--- config.mk ---
export PLATFORM = sky130hd
export DESIGN_NAME = instruction_execute_flat
export DESIGN_NICKNAME = d
export VERILOG_FILES = /design/src/rtl/cpu3_pkg.sv /design/src/rtl/instruction_execute_if.sv /design/src/rtl/combo_decode.sv /design/src/rtl/instruction_execute.sv /design/src/flat_wrapper.sv
export SDC_FILE = /design/constraint.sdc
export NUM_CORES = 1
export LEC_CHECK = 0
export ABC_AREA = 1
export BUFFER_PORTS_ARGS = -buffer_cell sky130_fd_sc_hd__buf_2
export CAP_MARGIN = 20
export CORE_AREA = 3 3 120 151
export DETAILED_ROUTE_END_ITERATION = 7
export DIE_AREA = 0 0 123 154
export HOLD_SLACK_MARGIN = 0.03
export PLACE_DENSITY_LB_ADDON = 0.05
export SLEW_MARGIN = 20
export SYNTH_ARGS = -nofsm -noshare
export SYNTH_HDL_FRONTEND = slang
export SYNTH_SLANG_ARGS = --single-unit
--- constraint.sdc ---
create_clock -name clk -period 5.9 [get_ports clk]
set_input_delay 0.885 -clock clk [delete_from_list [all_inputs] [get_ports clk]]
set_output_delay 0.885 -clock clk [all_outputs]
set_load 0.05 [all_outputs]
--- src/rtl/cpu3_pkg.sv ---
// cpu3_pkg: opcode/combo encodings and execute-stage state type shared by the 3-bit CPU
package cpu3_pkg;
    localparam logic [2:0] OP_ADV = 3'd0;
    localparam logic [2:0] OP_BXL = 3'd1;
    localparam logic [2:0] OP_BST = 3'd2;
    localparam logic [2:0] OP_JNZ = 3'd3;
    localparam logic [2:0] OP_BXC = 3'd4;
    localparam logic [2:0] OP_OUT = 3'd5;
    localparam logic [2:0] OP_BDV = 3'd6;
    localparam logic [2:0] OP_CDV = 3'd7;
    localparam logic [2:0] COMBO_A   = 3'd4;
    localparam logic [2:0] COMBO_B   = 3'd5;
    localparam logic [2:0] COMBO_C   = 3'd6;
    localparam logic [2:0] COMBO_RSV = 3'd7;
    typedef enum logic [1:0] {IDLE, FETCH, EXEC, HALTED} exec_state_t;
    function automatic logic uses_combo(input logic [2:0] op);
        return !(op == OP_BXL || op == OP_JNZ || op == OP_BXC);
    endfunction
endpackage

--- src/rtl/instruction_execute_if.sv ---
// instruction_execute_if: control, fetch-side and output-stream signals of the execute stage
interface instruction_execute_if #(
    parameter int REG_W = 32
);
    logic             start;
    logic [REG_W-1:0] a_init, b_init, c_init;
    logic [2:0]       opcode, operand;
    logic [3:0]       instr_ptr;
    logic             halt;
    logic             out_valid, out_ready;
    logic [2:0]       out_data;
    logic             busy, done, err;
    logic [REG_W-1:0] reg_a, reg_b, reg_c;
    modport master (
        input  start, a_init, b_init, c_init, opcode, operand, out_ready,
        output instr_ptr, halt, out_valid, out_data, busy, done, err, reg_a, reg_b, reg_c
    );
    modport slave (
        output start, a_init, b_init, c_init, opcode, operand, out_ready,
        input  instr_ptr, halt, out_valid, out_data, busy, done, err, reg_a, reg_b, reg_c
    );
endinterface

--- src/rtl/combo_decode.sv ---
// combo_decode: maps a 3-bit operand to its combo value and flags the reserved encoding
module combo_decode
    import cpu3_pkg::*;
#(
    parameter int W = 32
) (
    input  logic [2:0]   operand_i,
    input  logic [W-1:0] a_i,
    input  logic [W-1:0] b_i,
    input  logic [W-1:0] c_i,
    output logic [W-1:0] value_o,
    output logic         rsv_o
);
    assign value_o = (operand_i == COMBO_A) ? a_i :
                     (operand_i == COMBO_B) ? b_i :
                     (operand_i == COMBO_C) ? c_i : W'(operand_i);
    assign rsv_o   = operand_i == COMBO_RSV;
endmodule

--- src/rtl/instruction_execute.sv ---
// instruction_execute: execute stage of the 3-bit CPU, sequencing fetch and running the ALU
module instruction_execute
    import cpu3_pkg::*;
#(
    parameter int REG_W    = 32,
    parameter int PROG_LEN = 16
) (
    input logic                   clk,
    input logic                   rst_n,
    instruction_execute_if.master bus
);
    localparam logic [4:0] LAST_IP = 5'(PROG_LEN - 2);
    exec_state_t      state_q, state_d;
    logic [3:0]       ip_q, ip_d;
    logic [REG_W-1:0] a_q, a_d, b_q, b_d, c_q, c_d;
    logic [REG_W-1:0] combo, shr, lit;
    logic             err_q, err_d;
    logic             rsv, fault, is_out, commit;
    logic [4:0]       nip;
    combo_decode #(.W(REG_W)) u_combo (
        .operand_i(bus.operand),
        .a_i      (a_q),
        .b_i      (b_q),
        .c_i      (c_q),
        .value_o  (combo),
        .rsv_o    (rsv)
    );
    assign lit    = REG_W'(bus.operand);
    assign shr    = (combo >= REG_W'(REG_W)) ? '0 : a_q >> combo;
    assign fault  = state_q == EXEC && uses_combo(bus.opcode) && rsv;
    assign is_out = state_q == EXEC && bus.opcode == OP_OUT && !rsv;
    assign commit = state_q == EXEC && !fault && (!is_out || bus.out_ready);
    // next IP is 5 bits wide so running past the program end is detectable
    assign nip    = (bus.opcode == OP_JNZ && a_q != '0) ? {2'b00, bus.operand} : {1'b0, ip_q} + 5'd2;
    always_comb begin
        state_d = state_q;
        ip_d    = ip_q;
        a_d     = a_q;
        b_d     = b_q;
        c_d     = c_q;
        err_d   = err_q;
        if ((state_q == IDLE || state_q == HALTED) && bus.start) begin
            state_d = FETCH;
            ip_d    = '0;
            a_d     = bus.a_init;
            b_d     = bus.b_init;
            c_d     = bus.c_init;
            err_d   = 1'b0;
        end else if (state_q == FETCH) begin
            state_d = EXEC;
        end else if (fault) begin
            state_d = HALTED;
            err_d   = 1'b1;
        end else if (commit) begin
            state_d = (nip > LAST_IP) ? HALTED : FETCH;
            ip_d    = nip[3:0];
            a_d     = (bus.opcode == OP_ADV) ? shr : a_q;
            b_d     = (bus.opcode == OP_BXL) ? b_q ^ lit :
                      (bus.opcode == OP_BST) ? REG_W'(combo[2:0]) :
                      (bus.opcode == OP_BXC) ? b_q ^ c_q :
                      (bus.opcode == OP_BDV) ? shr : b_q;
            c_d     = (bus.opcode == OP_CDV) ? shr : c_q;
        end
    end
    always_ff @(posedge clk) begin
        if (!rst_n) begin
            state_q <= IDLE;
            ip_q    <= '0;
            a_q     <= '0;
            b_q     <= '0;
            c_q     <= '0;
            err_q   <= 1'b0;
        end else begin
            state_q <= state_d;
            ip_q    <= ip_d;
            a_q     <= a_d;
            b_q     <= b_d;
            c_q     <= c_d;
            err_q   <= err_d;
        end
    end
    assign bus.instr_ptr = ip_q;
    assign bus.halt      = state_q != FETCH;
    assign bus.out_valid = is_out;
    assign bus.out_data  = is_out ? combo[2:0] : 3'd0;
    assign bus.busy      = state_q == FETCH || state_q == EXEC;
    assign bus.done      = state_q == HALTED;
    assign bus.err       = err_q;
    assign bus.reg_a     = a_q;
    assign bus.reg_b     = b_q;
    assign bus.reg_c     = c_q;
endmodule
--- src/flat_wrapper.sv ---
// flat-port wrapper written by rule: the top's interface ports become plain ports
module instruction_execute_flat import cpu3_pkg::*;
#(
    parameter int REG_W    = 32,
    parameter int PROG_LEN = 16
)
  (clk, rst_n, bus_start, bus_a_init, bus_b_init, bus_c_init, bus_opcode, bus_operand, bus_out_ready, bus_instr_ptr, bus_halt, bus_out_valid, bus_out_data, bus_busy, bus_done, bus_err, bus_reg_a, bus_reg_b, bus_reg_c);
  instruction_execute_if #(.REG_W(REG_W)) bus_i ();
  input logic clk;
  input logic rst_n;
  input wire logic [$bits(bus_i.start)-1:0] bus_start;
  input wire logic [$bits(bus_i.a_init)-1:0] bus_a_init;
  input wire logic [$bits(bus_i.b_init)-1:0] bus_b_init;
  input wire logic [$bits(bus_i.c_init)-1:0] bus_c_init;
  input wire logic [$bits(bus_i.opcode)-1:0] bus_opcode;
  input wire logic [$bits(bus_i.operand)-1:0] bus_operand;
  input wire logic [$bits(bus_i.out_ready)-1:0] bus_out_ready;
  output wire logic [$bits(bus_i.instr_ptr)-1:0] bus_instr_ptr;
  output wire logic [$bits(bus_i.halt)-1:0] bus_halt;
  output wire logic [$bits(bus_i.out_valid)-1:0] bus_out_valid;
  output wire logic [$bits(bus_i.out_data)-1:0] bus_out_data;
  output wire logic [$bits(bus_i.busy)-1:0] bus_busy;
  output wire logic [$bits(bus_i.done)-1:0] bus_done;
  output wire logic [$bits(bus_i.err)-1:0] bus_err;
  output wire logic [$bits(bus_i.reg_a)-1:0] bus_reg_a;
  output wire logic [$bits(bus_i.reg_b)-1:0] bus_reg_b;
  output wire logic [$bits(bus_i.reg_c)-1:0] bus_reg_c;
  assign bus_i.start = bus_start;
  assign bus_i.a_init = bus_a_init;
  assign bus_i.b_init = bus_b_init;
  assign bus_i.c_init = bus_c_init;
  assign bus_i.opcode = bus_opcode;
  assign bus_i.operand = bus_operand;
  assign bus_i.out_ready = bus_out_ready;
  assign bus_instr_ptr = bus_i.instr_ptr;
  assign bus_halt = bus_i.halt;
  assign bus_out_valid = bus_i.out_valid;
  assign bus_out_data = bus_i.out_data;
  assign bus_busy = bus_i.busy;
  assign bus_done = bus_i.done;
  assign bus_err = bus_i.err;
  assign bus_reg_a = bus_i.reg_a;
  assign bus_reg_b = bus_i.reg_b;
  assign bus_reg_c = bus_i.reg_c;
  instruction_execute #(.REG_W(REG_W), .PROG_LEN(PROG_LEN)) u_core (.clk(clk), .rst_n(rst_n), .bus(bus_i));
endmodule
# --- Word level (Yosys, flattened, before mapping) ---
# Index checks and enable logic that the tools add are counted.
word_totals:
  reg_bits: 103
  in_bits: 106
  out_inout_bits: 108
  elab_cells: 94
op_classes:
  n_addsub: 1
  magnitude_cmp: 2
  eq_ne: 17
  shifts: 1
  n_mux: 29
  bitwise_logic: 5
  reduce_logical: 32
op_table:
  columns: ["cell", "n"]
  rows:
  - ["$mux 32", 22]
  - ["$ge 32x6->1 const B", 1]
  - ["$reduce_bool 32->1", 1]
  - ["$shr 32x32->32", 1]
  - ["$xor 32x3->32", 1]
  - ["$xor 32x32->32", 1]
  - ["$eq 3x3->1 const B", 8]
  - ["$reduce_and 4->1", 3]
  - ["$logic_and 1x1->1", 8]
  - ["$mux 2", 4]
  - ["$eq 3x2->1 const B", 2]
  - ["$reduce_bool 2->1", 3]
  - ["$add 4x2->5 const B", 1]
  - ["$gt 5x4->1 const B", 1]
  - ["$logic_or 1x1->1", 5]
  - ["$mux 5", 1]
  - ["$reduce_bool 5->1", 1]
  - ["$eq 2x2->1 const B", 2]
  - ["$logic_not 1->1", 4]
  - ["$ne 2x1->1 const B", 2]
  - ["$reduce_bool 4->1", 1]
  - ["$eq 3x1->1 const B", 1]
  - ["$logic_not 3->1", 1]
  - ["$mux 3", 1]
  - ["other kinds (9)", 11]

# --- Logic depth before layout (Yosys ltp) ---
# Gate-level depths: netlist of run 1.
logic_depth:
  depth_word: 14
  depth_mapped: 26
  depth_no_buf: 25

# --- By module ---
# From an unflattened synthesis of run 1, not the netlist that was laid out.
hier_totals:
  cells_unflattened: 1330
  hier_area_um2: 7956.4
by_module_without_submodules:
  columns: ["mod", "instances", "cells_per_inst", "area_per_inst_um2", "seq_area_each_um2"]
  rows:
  - ["instruction_execute", 1, 1173, 7218.2, 2062.0]
  - ["combo_decode", 1, 157, 738.2, 0.0]

# --- Worst setup path before layout of run 1 ---
# No wires, ideal clock.
synth_timing:
  path_kind: "in2out"
  start: "input bus_operand[2]"
  end: "output bus_out_data[2]"
  arrival_ns: 3.105
  required_time_ns: 5.015
  setup_slack_ns: 1.910
  cell_stages: 6
  n_path_buf: 1
  cell_sequence: "buf_2 nand2_1 nor2_1 nor4_2 inv_1 nor2_1"
synth_between:
  word_cells_on_any_way: 10
  classes_between: "4 x eq/ne; 4 x mux; 2 x reduce/logical"
synth_rtl:
  columns: ["item", "line", "text"]
  rows:
  - ["start: declaration", "flat_wrapper.sv:16", "input wire logic [$bits(bus_i.operand)-1:0] bus_operand;"]
  - ["$eq 3x3->1", "combo_decode.sv:17", "assign rsv_o = operand_i == COMBO_RSV;"]
  - ["$logic_not 1->1", "instruction_execute.sv:31", "assign is_out = state_q == EXEC && bus.opcode == OP_OUT && !rsv;"]
  - ["$logic_and 1x1->1", "instruction_execute.sv:31", null]
  - ["named net bus_out_valid", "flat_wrapper.sv:20", "output wire logic [$bits(bus_i.out_valid)-1:0] bus_out_valid;"]
  - ["$mux 3", "instruction_execute.sv:85", "assign bus.out_data = is_out ? combo[2:0] : 3'd0;"]
  - ["end: declaration", "flat_wrapper.sv:21", "output wire logic [$bits(bus_i.out_data)-1:0] bus_out_data;"]
# The timed path passes the listed nets, and every way through them passes these cells.

# --- Worst setup path in the final report of run 1 ---
layout_timing:
  start: "input bus_operand[1]"
  end: "output bus_out_data[1]"
layout_between:
  elab_chain_cells: 5
  word_cells_on_any_way: 10
  classes_between: "4 x eq/ne; 4 x mux; 2 x reduce/logical"
layout_lines:
  columns: ["item", "line", "text"]
  rows:
  - ["$eq 3x3->1", "combo_decode.sv:16", "(operand_i == COMBO_C) ? c_i : W'(operand_i);"]
  - ["$mux 32", "combo_decode.sv:16", null]
  - ["$mux 32", "combo_decode.sv:15", "(operand_i == COMBO_B) ? b_i :"]
  - ["$mux 32", "combo_decode.sv:14", "assign value_o = (operand_i == COMBO_A) ? a_i :"]
  - ["$mux 3 (*)", "instruction_execute.sv:85", null]
# Every way passes the cells marked *; elsewhere a longest branch is shown, timed or not.

==> run metrics, run 1 <==
final setup vio count=0; Worst Tran Pin Value=between 1 and 1.5 ns; worst hold slack=about 0.47 ns; first drt pass iteration count=8; total number of vias=9559; Syn Inst Count=approximately 1200; clk root buf=clkbuf_16; TritonCTS buffer count=9; largest area contributor in the netlist=dfxtp_1; switching power=roughly 3.5 mW; later-pin clock latency in the skew report=~0.36 ns; number of inserted diodes=0; Seq pwr share=between 20% and 30%; Post-CTS Hold Buffers=0; Detail Placement HPWL=around 26 mm; number of global-route vias before repair=between 8000 and 9000; drt drc=0; number of port buffers=between 200 and 250; H-tree depth=3; Layout Utilization=~53%; Layout Cell Area excl Fill=~8900 um^2; Initial Util=between 40% and 50%; antenna violations before repair=0; crit end category=output port; top cell type's share of synthesized area=a little over a quarter; synthesis-to-finish area growth=17.95%; Worst EP arrival=roughly 3.1 ns; routed vias/inst=6.046; Comb pwr share=65.6%; Max Root-Sink Buffers=2; drt initial violations=around 1100; mapped cell area=7536 um^2; largest cells by area after synthesis=dfxtp_1 27%, a21oi_1 15%, nand2_1 9.9%; Placeable Area=16780 um^2; Syn Area/Cell=6.275 um^2; first-pass GRT wire length=51.11 mm; die area=~19000 um^2; dominant cell by count in the synthesized netlist=a21oi_1; Crit path required time=around 5 ns; Total Nets Final=between 1000 and 1500; Max VDD drop=roughly 370 uV; Max Freq=around 250 MHz; DR WL/cell=around 22 um; RSZ-0062 raised after global routing=no; Setup CP Type=in2out; Sw Share=61.99%; share of post-route cells with drive strength above 1=between 20 and 25%; Total GRT Usage=a little over a third; startpoint types=input port; outcome=complete, no violations; Non-Filler Instances=approximately 1600; RePlAce Congestion=1.010; Pwr Density=638.6 nW/um^2; ANT nets after route=0; TritonCTS clock tree=done; cells on worst reg2reg path=14; Lkg Pwr=4.205 nW; Synth async-reset ratio=0%; CP max stage cell=inv_2; Fin. Hold Viols=0; die span in y=154 um; Fin Setup TNS=0 ns; most common flop cell mapped by yosys=dfxtp_1; drt total wl=between 30 and 40 mm; worst-path maximum fanout=36; Clk pin slew, worst setup/hold paths=about 0.08 ns; final slew viol count=0; grt total ovfl=0; Ports=between 200 and 250; Rows=53; Slew headroom=~31%; Max stage delay on crit path=between 0.5 and 0.6 ns; Post-CTS Setup Bufs=0; fill count=about 1900; Mapped Nets=approximately 1300; Post-DP Area=about 8600 um^2; Seq/Total Area, Yosys=27.36%; CP cell instances=buf_2, nor2_1, inv_1, nor2_2, inv_2, nor2_1, nor2_2, buf_4, inv_2, nand2_1, inv_1, buf_2; clk sinks=about 100; top cells by count, synth=228 x a21oi_1, 199 x nand2_1, 137 x nand3_1; worst hold path cell count=1; fin crit share=between 60% and 70%; max-cap violation count=0; crit path time final=between 4 and 5 ns; number of synthesized flops with an enable pin=0; largest net degree at the start of global routing=100; skew final=between 0.015 and 0.02 ns; Synth cell types=42; Yosys warning count=0; die width=between 100 and 150 um; placed cells=roughly 1600; clock power share=a little over a tenth; Hold Path Class=reg2reg; PostCTS Resize Cnt=0; Seq cells post-synth=between 100 and 150; internal power=2.158 mW
==> power groups by stage <==
stage	sequential [mW]	combinational (mW)	clock (mW)
after global routing	1.38	3.97	0.619
after floorplan	2.12	1.84	0
after global placement	1.36	3.65	0
final	1.36	3.72	0.596
after CTS	1.34	3.67	0.599
after detailed placement	1.36	3.66	0
==> worst max-delay path: cells and delay by family <==
kind,cells,cell delay (ns)
and+or+nand+nor,5,0.78
buffers and inverters,7,1.46
==> layer usage <==
metal  vias up  share of wire [%]  GRT usage (%)
li1       4496                  -              -
met1      4464                 41          48.64
met2       515                 46          54.47
met3        84                8.3          4.930
met4         0                4.2          14.72
met5         -                  0              0
==> flip-flops by register name, summed over array words and instances (netlist names) <==
signal and flops:
u_core.bus.reg_b 32, u_core.bus.reg_a 32, u_core.bus.instr_ptr 4, u_core.bus.reg_c 32
u_core.bus.err 1, u_core.state_q 2
==> path summary, 6_finish.rpt <==
kind / from / to / slack [ns]
worst min-delay path: u_core.bus.err / u_core.bus.err / 0.47
worst max register to register: u_core.bus.reg_a[23] / u_core.bus.reg_a[23] / 2.39
worst min register to register: u_core.bus.err / u_core.bus.err / 0.47
worst max-delay path: bus_operand[1] / bus_out_data[1] / 1.87
==> kinds of logic after synthesis <==
kind of cell / share of synthesized area [%]
adders and majority gates: 0.8302
DFF: 27.36
buffers and inverters: 8.684
AOI/OAI and AO/OA: 28.42
muxes: 0.1494
and+or+nand+nor: 31.06
xor gates and xnor gates: 3.487
==> stage by stage <==
stage	power [mW]	setup slack (ns)
2_1_floorplan	3.955	1.910
3_3_place_gp	5.013	1.945
3_5_place_dp	5.016	1.894
4_1_cts	5.612	1.932
5_1_grt	5.975	1.710
6_report	5.676	1.872
==> layout make-up <==
class / instances / area [um^2] / share of cell area, %
well taps: 220 / 275.3 / 3.097
inverters: 74 / 280.3 / 3.153
repair buffers: 227 / 1171 / 13.18
clock buffers: 9 / 225.2 / 2.534
clock inverters: 7 / 52.55 / 0.5912
flip-flops and latches: 103 / 2062 / 23.20
multi-input cells: 941 / 4822 / 54.25
==> layout by cell type, fill, tap and decap left out, types with 2 or more instances in the layout <==
| cell | instances |
|---|---|
| clkinv_2 | 2 |
| o21ai_1 | 12 |
| o22ai_1 | 2 |
| inv_6 | 3 |
| o21ai_2 | 3 |
| xor2_1 | 7 |
| nand3_4 | 2 |
| o21ai_0 | 118 |
| a31oi_1 | 5 |
| dfxtp_1 | 103 |
| xnor2_1 | 23 |
| a21oi_1 | 228 |
| nor3_1 | 6 |
| buf_2 | 213 |
| nand3_2 | 11 |
| inv_2 | 8 |
| ha_1 | 5 |
| o211ai_1 | 14 |
| buf_4 | 14 |
| o31ai_1 | 4 |
| nand3_1 | 137 |
| or2_1 | 6 |
| nand2_4 | 2 |
| a221oi_1 | 12 |
| o21a_1 | 2 |
| inv_1 | 64 |
| nand2_1 | 199 |
| nor2_2 | 6 |
| clkbuf_16 | 9 |
| nor2_1 | 82 |
| nand4_1 | 45 |
| or2_2 | 2 |
No activity file was read; power rests on OpenSTA's default activity.
==> inputs of run 2 (changes only) <==
==> constraint.sdc (replaced) <==
create_clock -name clk -period 3.45 [get_ports clk]
set_input_delay 0.5175 -clock clk [delete_from_list [all_inputs] [get_ports clk]]
set_output_delay 0.5175 -clock clk [all_outputs]
set_load 0.05 [all_outputs]
==> run 2 against run 1 <==
Against the previous run: hold slack got worse by 0.042 ns; highest routed layer unchanged; wire length up 1.7%; critical path type is now reg2reg; combinational power rose by 81%; largest power group unchanged; largest cell class unchanged; critical endpoint is now u_core.bus.reg_c[13].
==> run metrics, run 2 (synthesis results as in run 1) <==
crit path time final=3.184 ns; Placeable Area=~17000 um^2; crit path launch=u_core.bus.reg_c[9]; drt initial violations=~1000; first drt pass iteration count=6; Max Freq=about 310 MHz; Worst Tran Pin Value=between 0.8 and 0.9 ns; CP Capture Point=u_core.bus.reg_c[13]; Pwr Density=between 1000 and 1500 nW/um^2; largest net degree at the start of global routing=100; clk sinks=between 100 and 150; total power=10.09 mW; commonest non-fill, non-tap cell in the layout=a21oi_1; Setup CP Type=reg2reg; later-pin clock latency in the skew report=about 0.37 ns; drt total wl=between 30 and 40 mm; number of port buffers=213; Post-CTS Hold Buffers=0; Lkg Pwr=roughly 4.4 nW; Max VDD drop=between 600 and 700 uV; RR Endpoint=u_core.bus.reg_c[13]; Layout Utilization=~55%; Total Nets Final=about 1500; Max Root-Sink Buffers=2; Detail Placement HPWL=about 27 mm; fill count=between 1500 and 2000; Register Area=just over 2000 um^2; worst-path maximum fanout=21; DR WL/cell=21.55 um; Initial Util=44.92%; antenna violations before repair=0; final slew viol count=0; worst hold slack=between 0.4 and 0.5 ns; Post-CTS Setup Bufs=0; setup slack, reg-to-reg=approximately 0.27 ns; cells on worst reg2reg path=18; drt drc=0; skew final=about 0.014 ns; number of global-route vias before repair=~9100; die width=about 120 um; routed vias/inst=5.992; Total GRT Usage=36.24%; RR Startpoint=u_core.bus.reg_c[9]; Hold Path Class=in2reg; startpoint types=flop; clk root buf=clkbuf_16; die span in y=about 150 um; Clk pin slew, worst setup/hold paths=0.08 ns; total number of vias=just under 10000; post-place setup slack=0.2441 ns; crit end category=flop; PostCTS Resize Cnt=0; Fin. Hold Viols=0; Rows=53; max-cap violation count=0; TritonCTS clock tree=done; fin crit share=between 90% and 100%; Slew headroom=44.44%; Fin Setup TNS=0 ns; RePlAce Congestion=between 1 and 1.5; commonest non-fill, non-tap cells in the layout=228 x a21oi_1, 213 x buf_2, 199 x nand2_1; number of inserted diodes=0; grt total ovfl=0; Crit path required time=around 3.7 ns; worst setup margin=0.2660 ns; TritonCTS buffer count=9; area of the multi-input gates=4822 um^2; H-tree depth=3; die area=about 19000 um^2; share of post-route cells with drive strength above 1=22.93%; final setup vio count=0; first-pass GRT wire length=between 50 and 60 mm; RSZ-0062 raised after global routing=no; outcome=complete, no violations; Worst EP arrival=3.48 ns; synthesis-to-finish area growth=22.98%; ANT nets after route=0; Ports=about 210
run 2: cell count changes in the layout (fill, tap and decap cells not counted), sizes merged:
cell	previous run	this run
clkinvlp	1	2
buf	227	266
clkinv	4	2
bufinv	0	1
run 2: per-stage QoR:
step	cells	instance area [um^2]
floorplan	1201	7536
global placement	1604	8966
detailed placement	1604	8966
CTS	1620	9268
global route	1620	9268
finish	1620	9268
run 2: cell type report:
cell class,count,area share [%]
sequential,103,22.25
inverter,74,3.024
tap,220,2.970
timing repair buffer,266,16.47
clock inverter,7,0.8235
clock buffer,9,2.430
multi-input combinational,941,52.03
run 2: where the power goes:
| group | leakage, nW | switching (mW) | internal (mW) | total (mW) |
|---|---|---|---|---|
| Clock | 0.143 | 0.544 | 0.571 | 1.12 |
| Sequential | 0.842 | 0.601 | 1.65 | 2.25 |
| Combinational | 3.44 | 4.94 | 1.79 | 6.73 |
| Total | 4.43 | 6.09 | 4.01 | 10.1 |
run 2: worst min-delay path by stage:
stage | startpoint | endpoint | slack [ns] | depth (start not counted)
floorplan | u_core.state_q[1] | u_core.state_q[1] | 0.51 | 2
global placement | u_core.bus.err | u_core.bus.err | 0.44 | 1
detailed placement | u_core.bus.err | u_core.bus.err | 0.46 | 1
CTS | bus_b_init[17] | u_core.bus.reg_b[17] | 0.42 | 3
global route | bus_a_init[3] | u_core.bus.reg_a[3] | 0.43 | 3
finish | bus_b_init[13] | u_core.bus.reg_b[13] | 0.43 | 3
run 2: routing by layer:
| metal | GRT usage, % | routed length [um] | vias up |
|---|---|---|---|
| met5 | 0 | 0 | - |
| met4 | 17.31 | 1832 | 0 |
| met3 | 5.629 | 3021 | 102 |
| met2 | 57.08 | 15980 | 520 |
| met1 | 48.16 | 14070 | 4511 |
| li1 | - | - | 4574 |
run 2: critical path, stage by stage (launching register included):
cell and delay (ns):
dfxtp_1 0.32, nor2_1 0.23, nand2_1 0.10, nor2_1 0.23, nand3_1 0.11, nand2_1 0.08
inv_1 0.08, nand3_4 0.21, nand2_4 0.10, inv_4 0.22, nand3_1 0.14, nand3_1 0.12
nand3_1 0.09, o21ai_2 0.10, a21oi_1 0.11, o21ai_1 0.10, o211ai_1 0.22, or2_1 0.36
a21oi_1 0.18
==> inputs of run 3 (changes only) <==
--- a/config.mk
+++ b/config.mk
@@ -6,13 +6,13 @@
 export NUM_CORES = 1
 export LEC_CHECK = 0
 export ABC_AREA = 1
-export BUFFER_PORTS_ARGS = -buffer_cell sky130_fd_sc_hd__buf_2
+export BUFFER_PORTS_ARGS = -buffer_cell sky130_fd_sc_hd__buf_4
 export CAP_MARGIN = 20
 export CORE_AREA = 3 3 120 151
 export DETAILED_ROUTE_END_ITERATION = 7
 export DIE_AREA = 0 0 123 154
 export HOLD_SLACK_MARGIN = 0.03
-export PLACE_DENSITY_LB_ADDON = 0.05
+export PLACE_DENSITY = 0.73
 export SLEW_MARGIN = 20
 export SYNTH_ARGS = -nofsm -noshare
 export SYNTH_HDL_FRONTEND = slang
==> run 3 against run 2 <==
Against the previous run: core utilization rose by 2.7 points; wire length rose by 1.7%; non-clock buffer count fell by 8; largest cell class unchanged; clock skew fell by 0.0019 ns; critical endpoint unchanged; largest power group unchanged.
==> run metrics, run 3 (synthesis results as in run 1) <==
most frequent CP cell=nand3_1; Seq pwr share=22.2%; Detail Placement HPWL=between 20 and 30 mm; CP max stage cell=dfxtp_1; delay-heaviest family, CP=simple AND/OR/NAND/NOR gates; PostCTS Resize Cnt=0; routed vias/inst=approximately 6.1; crit path time final=3.242 ns; first drt pass iteration count=6; Comb pwr share=~68%; ANT nets after route=0; Crit path required time=about 3.7 ns; Sw Share=~59%; Layout Cell Area excl Fill=between 9000 and 10000 um^2; final slew viol count=0; post-place setup slack=~0.20 ns; total number of vias=about 9800; DR WL/cell=roughly 22 um; startpoint types=flop; fin crit share=between 90% and 100%; Max Root-Sink Buffers=2; RSZ-0062 raised after global routing=no; Hold Path Class=in2reg; Lkg Pwr=4.486 nW; commonest non-fill, non-tap cells in the layout=253 x buf_4, 228 x a21oi_1, 199 x nand2_1; drt initial violations=around 1200; Worst EP arrival=about 3.5 ns; die area=18940 um^2; TritonCTS buffer count=9; worst-path maximum fanout=21; worst path buffer plus inverter count=2; final setup vio count=0; internal power=between 4 and 5 mW; Rows=53; Ports=roughly 210; number of port buffers=between 200 and 250; drt drc=0; Total GRT Usage=36.12%; outcome=complete, no violations; die span in y=around 150 um; RePlAce Congestion=1.005; Post-DP Area=9439 um^2; TritonCTS clock tree=done; drt total wl=35.50 mm; Max stage delay on crit path=0.38 ns; largest net degree at the start of global routing=slightly above 80; total power=just over 10 mW; max-cap violation count=0; crit end category=flop; skew final=0.01193 ns; Post-CTS Setup Bufs=0; Placeable Area=~17000 um^2; H-tree depth=3; clk root buf=clkbuf_16; number of global-route vias before repair=approximately 8800; Pwr Density=between 1000 and 1500 nW/um^2; Worst Tran Pin Value=between 1 and 1.5 ns; commonest non-fill, non-tap cell in the layout=buf_4; share of post-route cells with drive strength above 1=22.49%; switching power=6.125 mW; Slew headroom=between 30% and 40%; Setup CP Type=reg2reg; die width=approximately 120 um; clock power share=roughly 10%; CP cell instances=inv_1, nand4_1, nor2_1, nand3_1, nand3_4, nand2_4, inv_4, nand3_1, nand3_1, nand3_1, o21ai_2, a21oi_1, o21ai_1, o211ai_1, or2_1, a21oi_1; Initial Util=between 40% and 50%; Total Nets Final=around 1500; first-pass GRT wire length=52.73 mm; antenna violations before repair=0; clk sinks=a little over 100; Fin. Hold Viols=0; later-pin clock latency in the skew report=0.37 ns; Max Freq=308.5 MHz; Post-CTS Hold Buffers=0; synthesis-to-finish area growth=29.06%; worst setup margin=0.2080 ns; Fin Setup TNS=0 ns; Max VDD drop=640.7 uV; number of inserted diodes=0; grt total ovfl=0; Clk pin slew, worst setup/hold paths=0.08 ns
run 3: worst reg2reg max path: cells and delay by family, from the launching register on:
family	cells	cell delay, ns
flip-flops	1	0.38
AND/OR/NAND/NOR	9	1.81
buffers and inverters	2	0.32
AO/OA/AOI/OAI	5	0.67
run 3: final timing paths:
path,start,endpoint,slack (ns),depth (start not counted)
worst max-delay path,u_core.bus.reg_a[10],u_core.bus.reg_c[13],0.21,16
worst min-delay path,bus_b_init[7],u_core.bus.reg_b[7],0.43,3
worst max register to register,u_core.bus.reg_a[10],u_core.bus.reg_c[13],0.21,16
worst min register to register,u_core.bus.err,u_core.bus.err,0.48,1
run 3: final cells by class:
class	count	area (um^2)
sequential	103	2062
timing repair buffer	258	1999
inverter	74	280.3
multi-input combinational	941	4827
clock buffer	11	242.7
tap	220	275.3
fill	1724	7052
clock inverter	5	38.79
run 3: power by group through the flow:
| stage | sequential, mW | clock (mW) | combinational, mW |
|---|---|---|---|
| after floorplan | 3.62 | 0 | 3.14 |
| after global placement | 2.28 | 0 | 6.86 |
| after detailed placement | 2.28 | 0 | 6.88 |
| after CTS | 2.26 | 1.03 | 6.90 |
| after global routing | 2.32 | 1.07 | 7.45 |
| final | 2.29 | 1.03 | 7.00 |
run 3: per-layer routing:
metal	share of wire, %	GRT usage, %	vias up
li1	-	-	4562
met1	40	48.43	4550
met2	46	56.87	578
met3	9.1	6.218	86
met4	4.6	15.36	0
met5	0	0	-
run 3: per-stage QoR:
stage                     instances  hold WS (ns)  util, %
after floorplan                1201        0.5127        -
after global placement         1596        0.4513    56.26
after detailed placement       1596        0.4596    56.26
after CTS                      1612        0.4212    57.94
after global routing           1612        0.4318    57.97
final                          1612        0.4295    57.97
